## src/rtl/spike_event_fifo_if.sv

```systemverilog
// Byte stream carrying framed spike events out of spike_event_fifo.
// The master drives valid/data and the slave drives ready.
interface spike_event_fifo_if;
  logic       out_valid;
  logic [7:0] out_data;
  logic       out_ready;

  modport master (output out_valid, output out_data, input out_ready);
  modport slave  (input out_valid, input out_data, output out_ready);
endinterface

```

## src/rtl/spike_event_fifo.sv

```systemverilog
// Timestamps pre/post spike edges, buffers them and streams each as a two-byte frame.
// Optional build macro SPIKE_EVENT_DROP_CNT_EN adds the saturating drop_count output.
module spike_event_fifo #(
  parameter int TS_WIDTH = 12,
  parameter int DEPTH    = 8,
  parameter int PRESCALE = 16
) (
  input  logic                     clk,
  input  logic                     reset_n,
  input  logic                     enable,
  input  logic                     spike_pre,
  input  logic                     spike_post,
  spike_event_fifo_if.master       out_if,
  output logic                     overflow,
  output logic [$clog2(DEPTH):0]   fifo_count
`ifdef SPIKE_EVENT_DROP_CNT_EN
  ,
  output logic [7:0]               drop_count
`endif
);

  localparam int AW  = $clog2(DEPTH);
  localparam int EW  = TS_WIDTH + 2;
  localparam int PSW = (PRESCALE > 1) ? $clog2(PRESCALE) : 1;
  localparam logic [PSW-1:0]      PRESC_MAX = PSW'(PRESCALE - 1);
  localparam logic [PSW-1:0]      PRESC_ONE = PSW'(1);
  localparam logic [TS_WIDTH-1:0] TS_ONE    = TS_WIDTH'(1);
  localparam logic [TS_WIDTH-1:0] TS_MAX    = '1;
  localparam logic [AW:0]         PTR_ONE   = (AW+1)'(1);

  typedef enum logic [1:0] {ST_IDLE = 2'd0, ST_HI = 2'd1, ST_LO = 2'd2} state_t;

  logic [PSW-1:0]      presc_r;
  logic [TS_WIDTH-1:0] ts_r;
  logic [1:0]          spike_q_r;
  logic                wrap_pend_r;
  logic [EW-1:0]       mem_r [DEPTH];
  logic [AW:0]         wr_ptr_r;
  logic [AW:0]         rd_ptr_r;
  logic [AW:0]         count_r;
  logic                overflow_r;
  state_t              state_r;
  logic [6:0]          ev_lo_r;
  logic                out_valid_r;
  logic [7:0]          out_data_r;

  logic [1:0]          edge_s;
  logic                spike_ev_s;
  logic                empty_s;
  logic                full_s;
  logic                pop_s;
  logic                room_s;
  logic                tick_s;
  logic                push_s;
  logic                drop_s;
  logic                marker_s;
  logic [EW-1:0]       wr_data_s;
  logic [EW-1:0]       rd_ev_s;

  assign edge_s     = {spike_post, spike_pre} & ~spike_q_r;
  assign spike_ev_s = enable & (|edge_s);
  assign empty_s    = (wr_ptr_r == rd_ptr_r);
  assign full_s     = (wr_ptr_r[AW] != rd_ptr_r[AW]) && (wr_ptr_r[AW-1:0] == rd_ptr_r[AW-1:0]);
  assign pop_s      = !empty_s && ((state_r == ST_IDLE) || ((state_r == ST_LO) && out_if.out_ready));
  assign room_s     = !full_s || pop_s;
  assign tick_s     = enable && (presc_r == PRESC_MAX);
  assign rd_ev_s    = mem_r[rd_ptr_r[AW-1:0]];

  // Write arbitration: a spike event wins; the wrap marker waits for a free slot.
  always_comb begin
    push_s    = 1'b0;
    drop_s    = 1'b0;
    marker_s  = 1'b0;
    wr_data_s = '0;
    if (spike_ev_s) begin
      wr_data_s = {edge_s, ts_r};
      if (room_s) begin
        push_s = 1'b1;
      end else begin
        drop_s = 1'b1;
      end
    end else if (wrap_pend_r && room_s) begin
      push_s   = 1'b1;
      marker_s = 1'b1;
    end else begin
      push_s   = 1'b0;
    end
  end

  // Edge history, prescaler, timestamp and pending wrap marker.
  always_ff @(posedge clk or negedge reset_n) begin
    if (!reset_n) begin
      presc_r     <= '0;
      ts_r        <= '0;
      spike_q_r   <= 2'b00;
      wrap_pend_r <= 1'b0;
    end else begin
      spike_q_r <= {spike_post, spike_pre};
      if (tick_s) begin
        presc_r <= '0;
        ts_r    <= ts_r + TS_ONE;
      end else if (enable) begin
        presc_r <= presc_r + PRESC_ONE;
      end else begin
        presc_r <= presc_r;
      end
      if (tick_s && (ts_r == TS_MAX)) begin
        wrap_pend_r <= 1'b1;
      end else if (marker_s) begin
        wrap_pend_r <= 1'b0;
      end else begin
        wrap_pend_r <= wrap_pend_r;
      end
    end
  end

  // Circular buffer storage, pointers, occupancy and sticky overflow.
  always_ff @(posedge clk or negedge reset_n) begin
    if (!reset_n) begin
      for (int i = 0; i < DEPTH; i++) begin
        mem_r[i] <= '0;
      end
      wr_ptr_r   <= '0;
      rd_ptr_r   <= '0;
      count_r    <= '0;
      overflow_r <= 1'b0;
    end else begin
      if (push_s) begin
        mem_r[wr_ptr_r[AW-1:0]] <= wr_data_s;
        wr_ptr_r                <= wr_ptr_r + PTR_ONE;
      end
      if (pop_s) begin
        rd_ptr_r <= rd_ptr_r + PTR_ONE;
      end
      case ({push_s, pop_s})
        2'b10:   count_r <= count_r + PTR_ONE;
        2'b01:   count_r <= count_r - PTR_ONE;
        default: count_r <= count_r;
      endcase
      if (drop_s) begin
        overflow_r <= 1'b1;
      end
    end
  end

  // Output framer: header byte {1,src,ts[11:7]} then low byte {0,ts[6:0]}.
  always_ff @(posedge clk or negedge reset_n) begin
    if (!reset_n) begin
      state_r     <= ST_IDLE;
      ev_lo_r     <= 7'd0;
      out_valid_r <= 1'b0;
      out_data_r  <= 8'd0;
    end else begin
      case (state_r)
        ST_IDLE: begin
          if (pop_s) begin
            ev_lo_r     <= rd_ev_s[6:0];
            out_data_r  <= {1'b1, rd_ev_s[EW-1:EW-2], rd_ev_s[11:7]};
            out_valid_r <= 1'b1;
            state_r     <= ST_HI;
          end else begin
            out_data_r  <= 8'd0;
            out_valid_r <= 1'b0;
          end
        end
        ST_HI: begin
          if (out_if.out_ready) begin
            out_data_r <= {1'b0, ev_lo_r};
            state_r    <= ST_LO;
          end else begin
            out_data_r <= out_data_r;
          end
        end
        ST_LO: begin
          if (out_if.out_ready && pop_s) begin
            ev_lo_r    <= rd_ev_s[6:0];
            out_data_r <= {1'b1, rd_ev_s[EW-1:EW-2], rd_ev_s[11:7]};
            state_r    <= ST_HI;
          end else if (out_if.out_ready) begin
            out_data_r  <= 8'd0;
            out_valid_r <= 1'b0;
            state_r     <= ST_IDLE;
          end else begin
            out_data_r <= out_data_r;
          end
        end
        default: begin
          out_data_r  <= 8'd0;
          out_valid_r <= 1'b0;
          state_r     <= ST_IDLE;
        end
      endcase
    end
  end

`ifdef SPIKE_EVENT_DROP_CNT_EN
  logic [7:0] drop_cnt_r;

  // Saturating count of dropped events.
  always_ff @(posedge clk or negedge reset_n) begin
    if (!reset_n) begin
      drop_cnt_r <= 8'd0;
    end else if (drop_s && (drop_cnt_r != 8'hFF)) begin
      drop_cnt_r <= drop_cnt_r + 8'd1;
    end else begin
      drop_cnt_r <= drop_cnt_r;
    end
  end

  assign drop_count = drop_cnt_r;
`endif

  assign out_if.out_valid = out_valid_r;
  assign out_if.out_data  = out_data_r;
  assign overflow         = overflow_r;
  assign fifo_count       = count_r;

endmodule

```

## src/flat_wrapper.sv

```systemverilog
// flat-port wrapper written by rule: the top's interface ports become plain ports
module spike_event_fifo_flat 
#(
  parameter int TS_WIDTH = 12,
  parameter int DEPTH    = 8,
  parameter int PRESCALE = 16
)
  (clk, reset_n, enable, spike_pre, spike_post, overflow, fifo_count, out_if_out_valid, out_if_out_data, out_if_out_ready);
  spike_event_fifo_if out_if_i ();
  input  logic clk;
  input  logic reset_n;
  input  logic enable;
  input  logic spike_pre;
  input  logic spike_post;
  output logic overflow;
  output logic [$clog2(DEPTH):0] fifo_count;
  output wire logic [$bits(out_if_i.out_valid)-1:0] out_if_out_valid;
  output wire logic [$bits(out_if_i.out_data)-1:0] out_if_out_data;
  input wire logic [$bits(out_if_i.out_ready)-1:0] out_if_out_ready;
  assign out_if_out_valid = out_if_i.out_valid;
  assign out_if_out_data = out_if_i.out_data;
  assign out_if_i.out_ready = out_if_out_ready;
  spike_event_fifo #(.TS_WIDTH(TS_WIDTH), .DEPTH(DEPTH), .PRESCALE(PRESCALE)) u_core (.clk(clk), .reset_n(reset_n), .enable(enable), .spike_pre(spike_pre), .spike_post(spike_post), .out_if(out_if_i), .overflow(overflow), .fifo_count(fifo_count));
endmodule
```

## config.mk

```make
export PLATFORM = sky130hd
export DESIGN_NAME = spike_event_fifo_flat
export DESIGN_NICKNAME = d
export VERILOG_FILES = /design/src/rtl/spike_event_fifo_if.sv /design/src/rtl/spike_event_fifo.sv /design/src/flat_wrapper.sv
export SDC_FILE = /design/constraint.sdc
export NUM_CORES = 1
export LEC_CHECK = 0
export BUFFER_PORTS_ARGS = -buffer_cell sky130_fd_sc_hd__buf_4
export CORE_MARGIN = 2
export CORE_UTILIZATION = 60
export CTS_CLUSTER_SIZE = 8
export DETAILED_ROUTE_END_ITERATION = 7
export GPL_ROUTABILITY_DRIVEN = 1
export PLACE_DENSITY = 0.77
export RECOVER_POWER = 25
export SYNTH_ARGS = -nofsm -noshare
export SYNTH_HDL_FRONTEND = slang
export SYNTH_SLANG_ARGS = --single-unit
export TNS_END_PERCENT = 20
```

## constraint.sdc

```tcl
create_clock -name clk -period 5.1 [get_ports clk]
set_clock_uncertainty 0.05 [all_clocks]
set_input_delay 1.02 -clock clk [delete_from_list [all_inputs] [get_ports clk]]
set_output_delay 1.02 -clock clk [all_outputs]
set_load 0.02 [all_outputs]
```

==> Flow_metrics.wiki <==
{| class="wikitable"
! Metric !! Value
|-
| Portion of the post-synthesis area used by sequential elements || 0.534
|-
| Clock sinks || 162
|-
| Worst skew pair latency || roughly 0.42 ns
|-
| Primary FF master, synth || dfrtp_1
|-
| Final TNS setup || 0 ns
|-
| Number of hold violations in the final report || 0
|-
| First-iteration detailed-routing DRC count || ~330
|-
| Slew headroom || -0.474
|-
| CP max FO || 21
|-
| First-pass iteration count of the detailed router || 4
|-
| Remaining global-route overflow || 0
|-
| Number of H-tree levels || 4
|-
| Via/cell ratio || 5.90
|-
| CP Capture Type || flip-flop
|-
| Cts hold-fix bufs || 0
|-
| Multi-input gate area in the final layout || 0.00328 sq mm
|-
| Avg WL per Cell || 20.2 um
|-
| Remaining routing DRC violations || 0
|-
| Internal power || 2.74 mW
|-
| Data required, critical path || 5.35 ns
|-
| Starting density of the core || 0.609
|-
| Leading cell types in the layout, fill and taps excluded || 161 x dfrtp_1, 59 x mux2_1, 58 x mux2_2
|-
| Final Wtd Congestion || slightly below 0.8
|-
| Wire length reported by the detailed router || 15.2 mm
|-
| Clk slew on worst S/H paths || 0.06 ns
|-
| Setup repair after global routing missed its margin || no
|-
| Total of max-cap violations || 1
|-
| Fraction of final layout cells with drive strength greater than 1 || 0.237
|-
| Switching share of power || 0.333
|-
| Site Rows || 41
|-
| Vias post-DR || 4432
|-
| Cell area after synthesis || 0.00759 sq mm
|-
| Quantity of I/O buffers inserted on ports || 19
|-
| Final net count || 579
|-
| Number of buffers between clock root and the deepest sink || 2
|-
| Synth Register Bits || 162
|-
| Clock root buffer || clkbuf_16
|-
| Critical path launch point type || flip-flop
|-
| Count of boundary I/O pins || 20
|-
| Vert. Die Dim || 116 um
|-
| Placed wire-length estimate || 9.99 mm
|-
| Setup crit start || u_core.rd_ptr_r[1]
|-
| Inserted Clock Buffers || 17
|-
| Synthesized area per cell || about 14 sq um
|-
| Core ar. || about 0.012 sq mm
|-
| Most common cell after layout, fill and taps aside || dfrtp_1
|-
| Final setup vio count || 0
|-
| Number of antenna cells inserted || 0
|-
| Pin count of the biggest net entering global routing || 92
|-
| F_max || 271 MHz
|-
| Startpoint of the worst register-to-register path || u_core.rd_ptr_r[1]
|-
| Failing checks || max-capacitance violations, max-slew violations
|-
| Arrival time at the worst endpoint || 3.95 ns
|-
| Antenna violations before repair || 0
|-
| Top post-synthesis cells by area || dfrtp_1 53%, mux2_1 8.8%, mux2_2 8.6%
|-
| Relative contribution of combinational cells to total power || 0.288
|-
| Mapped Nets || 575
|-
| Cell type contributing the most total cell area after synthesis || dfrtp_1
|-
| Status || finished, violations left
|-
| Share of async-settable or async-resettable flops after synthesis || 1.00
|-
| P&R area growth vs syn || 9.96%
|-
| EDFF count, synth || 0
|-
| Number of distinct library cells after synthesis || 39
|-
| FF+latch area || 0.00406 sq mm
|-
| Worst vdd rail ir drop || 267 uV
|-
| Horiz. Die Dim || ~120 um
|-
| Global routing usage summed across all routing layers || 0.251
|-
| Worst min-delay path startpoint || u_core.fifo_count[3]
|-
| Total net switching power || about 1.4 mW
|-
| TritonCTS clock tree || yes
|-
| Instance count of the mapped netlist || 562
|-
| Clk network pwr share || 0.296
|-
| Worst Hold Margin || 0.418 ns
|-
| Final cycle utilization of the critical path || 0.724
|-
| Vias in the first global route || 4749
|-
| Area share of the leading cell type in the synthesized netlist || 0.534
|-
| Fraction of power consumed by sequential logic || 0.416
|-
| Transition time of the tightest slew-check pin || 2.21 ns
|-
| Number of fill cells in the layout || 910
|-
| DIE AREA || 0.0136 sq mm
|-
| Total power per unit cell area || 492 mW/mm^2
|-
| Leakage power summed over all cells || between 4 and 5 nW
|-
| Post-route ant nets || 0
|-
| First-pass GRT wire length || 24.9 mm
|-
| Yosys warning count || 0
|-
| Number of pins with negative max-slew slack in the final report || slightly above 90
|-
| Number of buffers inserted to repair setup after CTS || 0
|-
| Post-layout min period || about 3.7 ns
|-
| Total of cells resized after clock tree synthesis || 0
|-
| Min-delay worst type || reg2reg
|-
| Worst setup path class || reg2reg
|}
[final cells by class]
type / instances / share of cell area
inverters: 4 / 0.00180
clock buffers: 30 / 0.0676
multi-input cells: 354 / 0.394
well taps: 172 / 0.0258
clock inverters: 2 / 0.00150
flip-flops and latches: 162 / 0.486
repair buffers: 27 / 0.0235
[cell families (layout without fill, tap and decap cells)]
group,after synthesis,after routing,synth area share
multiplexers,167,167,0.263
flip-flops,162,162,0.534
buffers and inverters,46,63,0.0328
adder cells (fa/ha/maj),7,7,0.0115
XOR/XNOR,28,28,0.0323
AO/OA/AOI/OAI,52,52,0.0488
AND/OR/NAND/NOR,100,100,0.0775
[registers in the layout (all words and copies together) (netlist names)]
register,count
u_core.spike_q_r,2
u_core.out_if.out_data,8
u_core.rd_ptr_r,4
u_core.wr_ptr_r,4
u_core.fifo_count,4
u_core.ts_r,12
u_core.out_if.out_valid,1
u_core.wrap_pend_r,1
u_core.presc_r,4
u_core.mem_r,112
u_core.ev_lo_r,7
u_core.overflow,1
u_core.state_r,2
[power groups by stage]
stage	clock network (mW)	logic (mW)	registers (mW)
floorplan	0	0.939	1.64
global placement	0	1.14	1.71
detailed placement	0	1.17	1.72
CTS	1.23	1.19	1.71
global route	1.30	1.30	1.74
finish	1.21	1.18	1.71
[metal layers]
layer | wire, um | up-vias | track usage
met5 | 0 | - | 0
met4 | 293 | 0 | 0.106
met1 | 6500 | 2276 | 0.328
met2 | 7740 | 110 | 0.418
met3 | 629 | 27 | 0.0457
li1 | - | 2019 | -
[final timing paths]
path                       slack [ns]              endpoint  depth (start not counted)
max in group asynchronous        2.27        u_core.ts_r[5]                          2
hold / removal                   0.42  u_core.fifo_count[3]                          1
setup reg to reg                 1.41  u_core.fifo_count[2]                         10
setup / recovery                 1.41  u_core.fifo_count[2]                         10
hold reg to reg                  0.42  u_core.fifo_count[3]                          1
min in group asynchronous        1.20     u_core.ev_lo_r[5]                          1
[cell usage after synthesis (2+ instances only)]
master	n
dfrtp_1	162
mux2_1	59
mux2_2	58
mux2i_1	36
nand2_1	23
and2_1	16
xnor2_1	16
o21ai_0	15
a22oi_1	14
buf_1	14
mux4_2	14
nand2b_1	12
nand3_1	12
xor2_1	12
clkbuf_1	11
nor2_1	11
a21boi_0	7
buf_4	7
ha_1	7
o221ai_1	7
buf_6	6
nand4_1	6
nand3b_1	5
a21oi_1	4
buf_2	4
inv_1	4
nor2b_1	3
nor3_1	3
nor2_2	2
nor3_2	2
nor4b_2	2
[metrics by stage]
step / util / instances / cell area, sq um / power, mW / setup WS [ns]
final: 0.669 / 751 / 8340 / 4.11 / 1.41
after floorplan: - / 562 / 7590 / 2.58 / 1.78
after CTS: 0.670 / 751 / 8350 / 4.13 / 1.47
after global placement: 0.624 / 719 / 7780 / 2.85 / 1.57
after global routing: 0.669 / 751 / 8340 / 4.34 / 1.20
after detailed placement: 0.624 / 719 / 7780 / 2.90 / 1.48
[critical path, cell delays in order, from the launching register on]
cell and delay [ns]:
dfrtp_1 1.01, xnor2_1 0.24, nand3_1 0.26, o32ai_4 0.79, ha_1 0.39, xor2_1 0.10, ha_1 0.18, a21oi_1 0.17
xor2_1 0.16, nor2_1 0.07, xor2_1 0.14
Power figures use the tool's default switching activity.
